File: config.mk
export PLATFORM = sky130hd
export DESIGN_NAME = qspi_flash_responder
export DESIGN_NICKNAME = d
export VERILOG_FILES = /design/src/rtl/qspi_resp_pkg.sv /design/src/rtl/spi_sync_edge.sv /design/src/rtl/qspi_flash_responder.sv
export SDC_FILE = /design/constraint.sdc
export NUM_CORES = 1
export LEC_CHECK = 0
export CAP_MARGIN = 20
export CELL_PAD_IN_SITES_DETAIL_PLACEMENT = 0
export CELL_PAD_IN_SITES_GLOBAL_PLACEMENT = 1
export CORE_MARGIN = 3
export CORE_UTILIZATION = 45
export DETAILED_ROUTE_END_ITERATION = 8
export PLACE_DENSITY_LB_ADDON = 0.2
export SYNTH_ARGS = -nofsm -noshare
export SYNTH_HDL_FRONTEND = slang
export SYNTH_SLANG_ARGS = --single-unit
export TNS_END_PERCENT = 30
File: constraint.sdc
create_clock -name clk -period 6.5 [get_ports clk]
set_clock_uncertainty 0.1 [all_clocks]
set_input_delay 0.975 -clock clk [delete_from_list [all_inputs] [get_ports clk]]
set_output_delay 0.975 -clock clk [all_outputs]
set_load 0.05 [all_outputs]
File: src/rtl/qspi_resp_pkg.sv
// Shared types and constants for the QSPI flash responder.
package qspi_resp_pkg;

    typedef enum logic [2:0] {
        StIdle,
        StCmd,
        StAddr,
        StDummy,
        StData,
        StIgnore
    } resp_state_e;

    localparam logic [7:0]  CMD_QUAD_READ        = 8'h6B;
    localparam int unsigned DEFAULT_DUMMY_CYCLES = 8;

endpackage

File: src/rtl/spi_sync_edge.sv
// Two-flop synchronizer for one asynchronous SPI line, with single-cycle rise/fall pulses
// derived from the synchronized level.
module spi_sync_edge #(
    parameter bit ResetVal = 1'b0
) (
    input  logic clk,
    input  logic rst_n,
    input  logic d_i,
    output logic q_o,
    output logic rise_o,
    output logic fall_o
);

    logic meta_q, sync_q, prev_q;

    always_ff @(posedge clk or negedge rst_n) begin
        if (!rst_n) begin
            meta_q <= ResetVal;
            sync_q <= ResetVal;
            prev_q <= ResetVal;
        end else begin
            meta_q <= d_i;
            sync_q <= meta_q;
            prev_q <= sync_q;
        end
    end

    assign q_o    = sync_q;
    assign rise_o = sync_q & ~prev_q;
    assign fall_o = ~sync_q & prev_q;

endmodule

File: src/rtl/qspi_flash_responder.sv
// Quad Output Fast Read target: decodes command/address on IO0, serves memory bytes as nibbles.
// Define QSPI_RESP_CMD_CHECK_EN to reject opcodes other than CMD_READ (frame ignored until CS_n).
module qspi_flash_responder
    import qspi_resp_pkg::*;
#(
    parameter int unsigned ADDR_W       = 24,
    parameter int unsigned DUMMY_CYCLES = DEFAULT_DUMMY_CYCLES,
    parameter logic [7:0]  CMD_READ     = CMD_QUAD_READ
) (
    input  logic              clk,
    input  logic              rst_n,
    input  logic              spi_clk_i,
    input  logic              spi_cs_n_i,
    input  logic              spi_mosi_i,
    output logic [3:0]        spi_d_o,
    output logic [3:0]        spi_d_oe_o,
    output logic              mem_rd_o,
    output logic [ADDR_W-1:0] mem_addr_o,
    input  logic [7:0]        mem_data_i,
    output logic              busy_o,
    output logic              err_o
);

    localparam logic [4:0]        CmdLast   = 5'd7;
    localparam logic [4:0]        AddrLast  = 5'(ADDR_W - 1);
    localparam logic [4:0]        DummyLast = 5'(DUMMY_CYCLES - 1);
    localparam logic [ADDR_W-1:0] AddrOne   = {{(ADDR_W-1){1'b0}}, 1'b1};

    logic sck_lvl, sck_rise, sck_fall;
    logic cs_s, cs_rise, cs_fall;
    logic mosi_s, mosi_rise, mosi_fall;

    spi_sync_edge #(.ResetVal(1'b0)) u_sync_sck (
        .clk    (clk),
        .rst_n  (rst_n),
        .d_i    (spi_clk_i),
        .q_o    (sck_lvl),
        .rise_o (sck_rise),
        .fall_o (sck_fall)
    );

    spi_sync_edge #(.ResetVal(1'b1)) u_sync_cs (
        .clk    (clk),
        .rst_n  (rst_n),
        .d_i    (spi_cs_n_i),
        .q_o    (cs_s),
        .rise_o (cs_rise),
        .fall_o (cs_fall)
    );

    spi_sync_edge #(.ResetVal(1'b0)) u_sync_mosi (
        .clk    (clk),
        .rst_n  (rst_n),
        .d_i    (spi_mosi_i),
        .q_o    (mosi_s),
        .rise_o (mosi_rise),
        .fall_o (mosi_fall)
    );

    logic unused_sync;
    assign unused_sync = ^{sck_lvl, cs_rise, mosi_rise, mosi_fall};

    resp_state_e       state_q, state_d;
    logic [4:0]        cnt_q, cnt_d;
    logic [ADDR_W-1:0] addr_q, addr_d;
    logic [7:0]        pf_q, pf_d;
    logic              pf_vld_q, pf_vld_d;
    logic [3:0]        lo_q, lo_d;
    logic [3:0]        nib_q, nib_d;
    logic              half_q, half_d;
    logic              oe_q, oe_d;
    logic              err_q, err_d;
    logic              rd_dly_q, rd_dly_d;

    // Opcode bits share the address shift register; they are shifted out by the address bits.
    logic cmd_match, cmd_ok;
    assign cmd_match = ({addr_q[6:0], mosi_s} == CMD_READ);
`ifdef QSPI_RESP_CMD_CHECK_EN
    assign cmd_ok = cmd_match;
`else
    logic unused_cmd_match;
    assign unused_cmd_match = cmd_match;
    assign cmd_ok           = 1'b1;
`endif

    logic data_fall, frame_start;
    assign data_fall   = (state_q == StData) && sck_fall && !cs_s;
    assign frame_start = (state_q == StIdle) && cs_fall;

    always_ff @(posedge clk or negedge rst_n) begin
        if (!rst_n) begin
            state_q <= StIdle;
        end else begin
            state_q <= state_d;
        end
    end

    always_comb begin
        state_d = state_q;
        unique case (state_q)
            StIdle:   if (cs_fall) state_d = StCmd;
            StCmd:    if (sck_rise && cnt_q == CmdLast) state_d = cmd_ok ? StAddr : StIgnore;
            StAddr:   if (sck_rise && cnt_q == AddrLast) state_d = StDummy;
            StDummy:  if (sck_rise && cnt_q == DummyLast) state_d = StData;
            StData:   state_d = StData;
            StIgnore: state_d = StIgnore;
            default:  state_d = StIdle;
        endcase
        if (cs_s) state_d = StIdle;
    end

    always_comb begin
        busy_o   = (state_q != StIdle);
        mem_rd_o = !cs_s && (((state_q == StDummy) && sck_rise && (cnt_q == DummyLast))
                             || (data_fall && half_q));
    end

    always_ff @(posedge clk or negedge rst_n) begin
        if (!rst_n) begin
            cnt_q    <= '0;
            addr_q   <= '0;
            pf_q     <= '0;
            pf_vld_q <= 1'b0;
            lo_q     <= '0;
            nib_q    <= '0;
            half_q   <= 1'b0;
            oe_q     <= 1'b0;
            err_q    <= 1'b0;
            rd_dly_q <= 1'b0;
        end else begin
            cnt_q    <= cnt_d;
            addr_q   <= addr_d;
            pf_q     <= pf_d;
            pf_vld_q <= pf_vld_d;
            lo_q     <= lo_d;
            nib_q    <= nib_d;
            half_q   <= half_d;
            oe_q     <= oe_d;
            err_q    <= err_d;
            rd_dly_q <= rd_dly_d;
        end
    end

    always_comb begin
        cnt_d    = cnt_q;
        addr_d   = addr_q;
        pf_d     = pf_q;
        pf_vld_d = pf_vld_q;
        lo_d     = lo_q;
        nib_d    = nib_q;
        half_d   = half_q;
        oe_d     = oe_q;
        err_d    = err_q;
        rd_dly_d = mem_rd_o;

        if (state_d != state_q) begin
            cnt_d = '0;
        end else if (sck_rise && (state_q inside {StCmd, StAddr, StDummy})) begin
            cnt_d = cnt_q + 5'd1;
        end

        if (sck_rise && !cs_s && (state_q inside {StCmd, StAddr})) begin
            addr_d = {addr_q[ADDR_W-2:0], mosi_s};
        end
        if (mem_rd_o) addr_d = addr_q + AddrOne;

        if (data_fall) begin
            oe_d = 1'b1;
            if (!half_q) begin
                // High nibble needs a whole byte; a missing prefetch is an underrun.
                if (pf_vld_q) begin
                    nib_d = pf_q[7:4];
                    lo_d  = pf_q[3:0];
                end else begin
                    nib_d = 4'h0;
                    lo_d  = 4'h0;
                    err_d = 1'b1;
                end
                pf_vld_d = 1'b0;
                half_d   = 1'b1;
            end else begin
                nib_d  = lo_q;
                half_d = 1'b0;
            end
        end

        if (rd_dly_q) begin
            pf_d     = mem_data_i;
            pf_vld_d = 1'b1;
        end

        if (cs_s) begin
            oe_d   = 1'b0;
            half_d = 1'b0;
        end

        if (frame_start) begin
            err_d    = 1'b0;
            pf_vld_d = 1'b0;
            half_d   = 1'b0;
            nib_d    = 4'h0;
        end
    end

    assign spi_d_o    = nib_q;
    assign spi_d_oe_o = {4{oe_q}};
    assign mem_addr_o = addr_q;
    assign err_o      = err_q;

endmodule

# Yosys cells after proc, flatten, opt, wreduce, memory -nomap -nowiden
# Index checks and enable logic that the tools add are counted.
# word_totals
register_bits,61
inputBits,13
out_inout_bits,35
wordCells,95
# op_classes
n_addsub,2
eq_ne,11
mux,29
bitwise_logic,7
reduce_logical,27
# op_table
operator,n
$mux W24,2
$add A24 B1 Y24 const B,1
$mux W4,5
$pmux W3 S6,1
$mux W3,5
$mux W1,14
$logic_and A1 B1 Y1,12
$reduce_bool A3 Y1,4
$mux W5,2
$reduce_bool A2 Y1,5
$eq A3 B2 Y1 const B,2
$eq A3 B3 Y1 const B,2
$add A5 B1 Y5 const B,1
$eq A5 B3 Y1 const B,1
$eq A5 B5 Y1 const B,1
$ne A2 B1 Y1 const B,2
$not A1 Y1,4
$reduce_and A2 Y1,2
$and A1 B1 Y1,3
$eq A3 B1 Y1 const B,1
$logic_not A3 Y1,1
$ne A3 B1 Y1 const B,1
$ne A3 B3 Y1,1
$reduce_and A3 Y1,1
other kinds (2),2

# Depth between registers and ports, before layout
# logic_depth
word_depth,8
depth_mapped,8
ltp_nobuf,7

# Cells and area by module
# From an unflattened synthesis, not the netlist that was laid out.
# hier_totals
cells_unflattened,308
area_unflattened_um2,3154.3
# by_module_without_submodules
module,n_inst,cells_each,area_each_um2,seq_area_each_um2
qspi_flash_responder,1,293,2880.3,1326.3
spi_sync_edge (u_sync_mosi ...),2,5,90.1,75.1
spi_sync_edge (u_sync_cs),1,5,93.8,78.8

# Worst setup path after synthesis
# OpenSTA, ideal clock, no wires.
# synth_timing
path_type,reg2out
startpoint,reg cnt_q[0]
endpoint,out mem_rd_o
arrival_time_ns,1.532
t_required_ns,5.425
slack_ns,3.893
path_stages_with_launch,7
n_path_buf,1
path_cell_list,dfrtp_1 ha_1 and4b_1 and4_1 nor2_2 inv_2 buf_2
# synth_via
elab_chain_len,4
# synth_rtl
element,line_no,source
from (decl),qspi_flash_responder.sv:64,"logic [4:0] cnt_q, cnt_d;"
from (signal assigned),qspi_flash_responder.sv:131,cnt_q <= cnt_d;
$eq A5 B3 Y1,qspi_flash_responder.sv:114,mem_rd_o = !cs_s && (((state_q == StDummy) && sck_rise && (cnt_q == DummyLast))
$logic_and A1 B1 Y1,qspi_flash_responder.sv:114,
$logic_or A1 B1 Y1,qspi_flash_responder.sv:115,|| (data_fall && half_q));
$logic_and A1 B1 Y1,qspi_flash_responder.sv:114,
to (decl),qspi_flash_responder.sv:17,"output logic mem_rd_o,"
# No other way between the ends.

# Worst setup path in the final report
# layout_timing
startpoint,reg state_q[0]
endpoint,out mem_rd_o
# layout_via
elab_chain_len,6
elab_cells_between_ends,9
classes_between,eq/ne: 2; reduce/logical: 7
# layout_rtl
element,line_no,source
from (decl),qspi_flash_responder.sv:63,"resp_state_e state_q, state_d;"
from (signal assigned),qspi_flash_responder.sv:92,state_q <= StIdle;
from (signal assigned),qspi_flash_responder.sv:94,state_q <= state_d;
$eq A3 B3 Y1,qspi_flash_responder.sv:87,assign data_fall = (state_q == StData) && sck_fall && !cs_s;
$logic_and A1 B1 Y1 (2 in series),qspi_flash_responder.sv:87,
$logic_and A1 B1 Y1,qspi_flash_responder.sv:115,
$logic_or A1 B1 Y1 *,qspi_flash_responder.sv:115,
$logic_and A1 B1 Y1 *,qspi_flash_responder.sv:114,
# Every way passes the cells marked *; elsewhere a longest branch is shown, timed or not.

==> run summary <==
The run finished with clean final reports. The summed negative setup slack over all endpoints came out at 0 ns. The aggregate global routing overflow is 0. The sum of routed wire length over all layers came out at 6.88 mm.

The cell chosen for the clock root is sky130_fd_sc_hd__clkbuf_8. The number of port buffers came out at 47. The maximum root-to-sink buffer count is 2. The cell row count is 29. For this design the static power due to leakage is 1.57 nW. The final critical path takes up 59.0% of the cycle. The warning count from the yosys run came out at 0.

By startpoint and endpoint, the worst setup path is classified as register to output port. The maximum number of pins on one net before global-route repair came out at 62. Leaving out filler cells and counting taps, the final layout contains 425. Dividing total power by cell area gives a power density of 214 nW/um^2. Data on the critical path arrives at its endpoint at 2.76 ns. The smallest clock period supported by the final layout is computed as 3.83 ns.

TritonCTS built the clock tree. The H-tree was split into 3 levels. The worst hold margin came out at 0.251 ns. The post-DP HPWL came out at 4.62 mm. The final layout contains 358 nets. The core region is 6490 sq um.

The number of buffers created by CTS came out at 9. The via count came out at 2502. The startpoint identified for the worst hold timing path is u_sync_mosi.meta_q. The clock transition time at the flip-flop clock pins of the worst setup and hold paths came out at 0.07 ns.

For this configuration, the core starts out at a cell density of 47.6%. The share of final-layout standard cells stronger than drive strength 1 is 13.5%. Global routing used 19.8% of the available tracks. At the end of routability-driven placement, the weighted congestion stood at 0.808. The pre-CTS worst setup slack came out at 3.05 ns. Setup repair after global routing left no endpoint under its margin. The standard cell with the maximum stage delay on the critical path is sky130_fd_sc_hd__clkdlybuf4s50_1. The reg-to-reg endpoint is mem_addr_o[6]. The count of nets left with antenna violations once routing finished came out at 0. Broken down by cell family, the worst path's largest delay share belongs to buffers and inverters. The maximum frequency from static timing analysis is 261 MHz. The floorplan die width came out at 88.9 um. The per-cell via count in the routed design is 5.89. The relative slew slack came out at 43.1%. The synthesized instance count came out at 299. The number of instances in the placed design came out at 409. In this run, synthesis produced a sequential element count of 61. The die span in y came out at 88.9 um. The pin slew with the least headroom to its limit is 0.847 ns. The area of the mapped netlist came out at 3090 sq um. The kind of start point of the critical path is a register. STA puts the critical path data required time at 5.42 ns.

The detailed router finished its first iteration with 117 violations. Yosys mapped the design onto 67 distinct sky130hd cell types. For this run, design rule violations remaining after detail routing come to 0. In this run the worst hold path is classified as register to register.

After layout, the worst setup slack is 2.67 ns. The final setup violation count is 0. The average footprint of a synthesized cell came out at 10.3 sq um. The number of slew-limit violations in the final report came to 0.

The end point of the worst hold path is u_sync_mosi.q_o. The maximum fanout encountered on the critical timing path came out at 17. The TritonCTS sink count came out at 61. The number of antenna violations at the first check in global routing is 0.

Leaving out fill and tap cells, the most frequent cell in the layout is sky130_fd_sc_hd__dfrtp_1. VDD sags by at most 0.135 mV. The signal on the critical path passes through nor3b_1, and4_1, nor2_2, inv_2, clkdlybuf4s50_1. The number of cells on the worst reg-to-reg path is 5. The worst register-to-register path begins at state_q[0]. Buffers added to address setup during post-CTS repair amount to 0. The kind of end point of the critical path is an output port. In this run the count of I/O pins placed on the die edge is 48. The die area came out at 7900 sq um. The wire length per cell is 16.2 um.

The area growth from synthesis to final layout came out at 21.2%. At the later pin of the worst-skew pair, clock insertion delay measures 0.34 ns. The placed instance area is 3580 sq um. The number of nets in the synthesized netlist is 314. In this run, post-CTS hold repair placed 0 buffers. The post-route cell area came out at 3750 sq um. The most instantiated flip-flop cell in the synthesis netlist is sky130_fd_sc_hd__dfrtp_1. The buffers plus inverters on the worst setup path is 2. The beginning of the critical path is state_q[0].

Once the clock tree was built, the resizer swapped 0 gates to a different size. The via count of the first global-routing pass is 2410. The number of max-capacitance violations reported came out at 0.

Leaving out fill and tap cells, the most frequent cells in the layout are 58 x sky130_fd_sc_hd__dfrtp_1, 46 x sky130_fd_sc_hd__clkdlybuf4s50_1, 31 x sky130_fd_sc_hd__nor2_1. The register-to-register path setup slack came out at 4.05 ns. The wire length of the first global-routing pass came out at 11.9 mm. The post-synthesis sequential area ratio came out at 49.5%. The count of TritonRoute iterations in the first routing pass came out at 4. The share of synthesized flip-flops with an asynchronous set or reset is 100%. The final hold violation count came out at 0. The total inserted antenna cells came out at 0. The number of enable-type register cells in the synthesized netlist is 0. The worst hold path cell count is 0. The stage delay of the slowest cell on the critical path is 0.86 ns.
==> sequential cells by signal, indices dropped and copies added (netlist names), 3 cells and up <==
name	flops
state_q	3
pf_q	8
mem_addr_o	24
lo_q	4
cnt_q	5
spi_d_o	4
==> layer usage <==
layer / global-route usage (%) / routed length (um)
met4: 10.4 / 139
met2: 27.7 / 3090
met5: 0 / 0
met3: 3.96 / 230
met1: 28.9 / 3420
==> metrics by stage <==
step	total power [mW]	util (%)
floorplan	0.476	-
global placement	0.516	55.1
detailed placement	0.517	55.1
CTS	0.811	57.7
global route	0.838	57.7
finish	0.802	57.7
==> how the worst max path moves through the flow <==
stage	cells past startpoint	to
after floorplan	6	mem_rd_o
after global placement	5	mem_rd_o
after detailed placement	5	mem_rd_o
after CTS	5	mem_rd_o
after global routing	5	mem_rd_o
final	5	mem_rd_o
==> report_power, final <==
group | total [mW] | switching [mW] | internal, mW
sequential | 0.411 | 0.0191 | 0.392
combinational | 0.0982 | 0.0602 | 0.0381
clock | 0.292 | 0.154 | 0.139
total | 0.802 | 0.233 | 0.569
==> cells in the mapped netlist, types with 6 or more instances <==
cell	number	share of area, %
sky130_fd_sc_hd__inv_1	10	1.2
sky130_fd_sc_hd__nand3_1	10	1.6
sky130_fd_sc_hd__and3_1	8	1.6
sky130_fd_sc_hd__o21ai_0	9	1.5
sky130_fd_sc_hd__a211oi_1	9	2.2
sky130_fd_sc_hd__mux2_2	8	2.9
sky130_fd_sc_hd__nor2_1	31	3.8
sky130_fd_sc_hd__dfrtp_1	58	47
sky130_fd_sc_hd__buf_4	6	1.5
sky130_fd_sc_hd__nand2_1	21	2.5
sky130_fd_sc_hd__a21oi_1	17	2.8
sky130_fd_sc_hd__nor3_1	10	1.6
==> logic make-up after synthesis <==
kind of cell | after synthesis | synth area share (%)
fa+ha+maj | 2 | 0.809
mux | 9 | 3.24
simple gates | 116 | 21.7
buf+inv | 27 | 4.21
compound gates | 77 | 18.6
xor+xnor | 7 | 1.98
flops | 61 | 49.5
==> area by class of cell <==
class	instances	area (sq um)
Fill cell	572	2750
Timing Repair Buffer	49	480
Clock inverter	5	37.5
Inverter	11	41.3
Multi-Input combinational cell	211	1430
Clock buffer	11	131
Sequential cell	61	1530
Tap cell	77	96.3
Note: power is estimated with default switching activity, not from simulation.
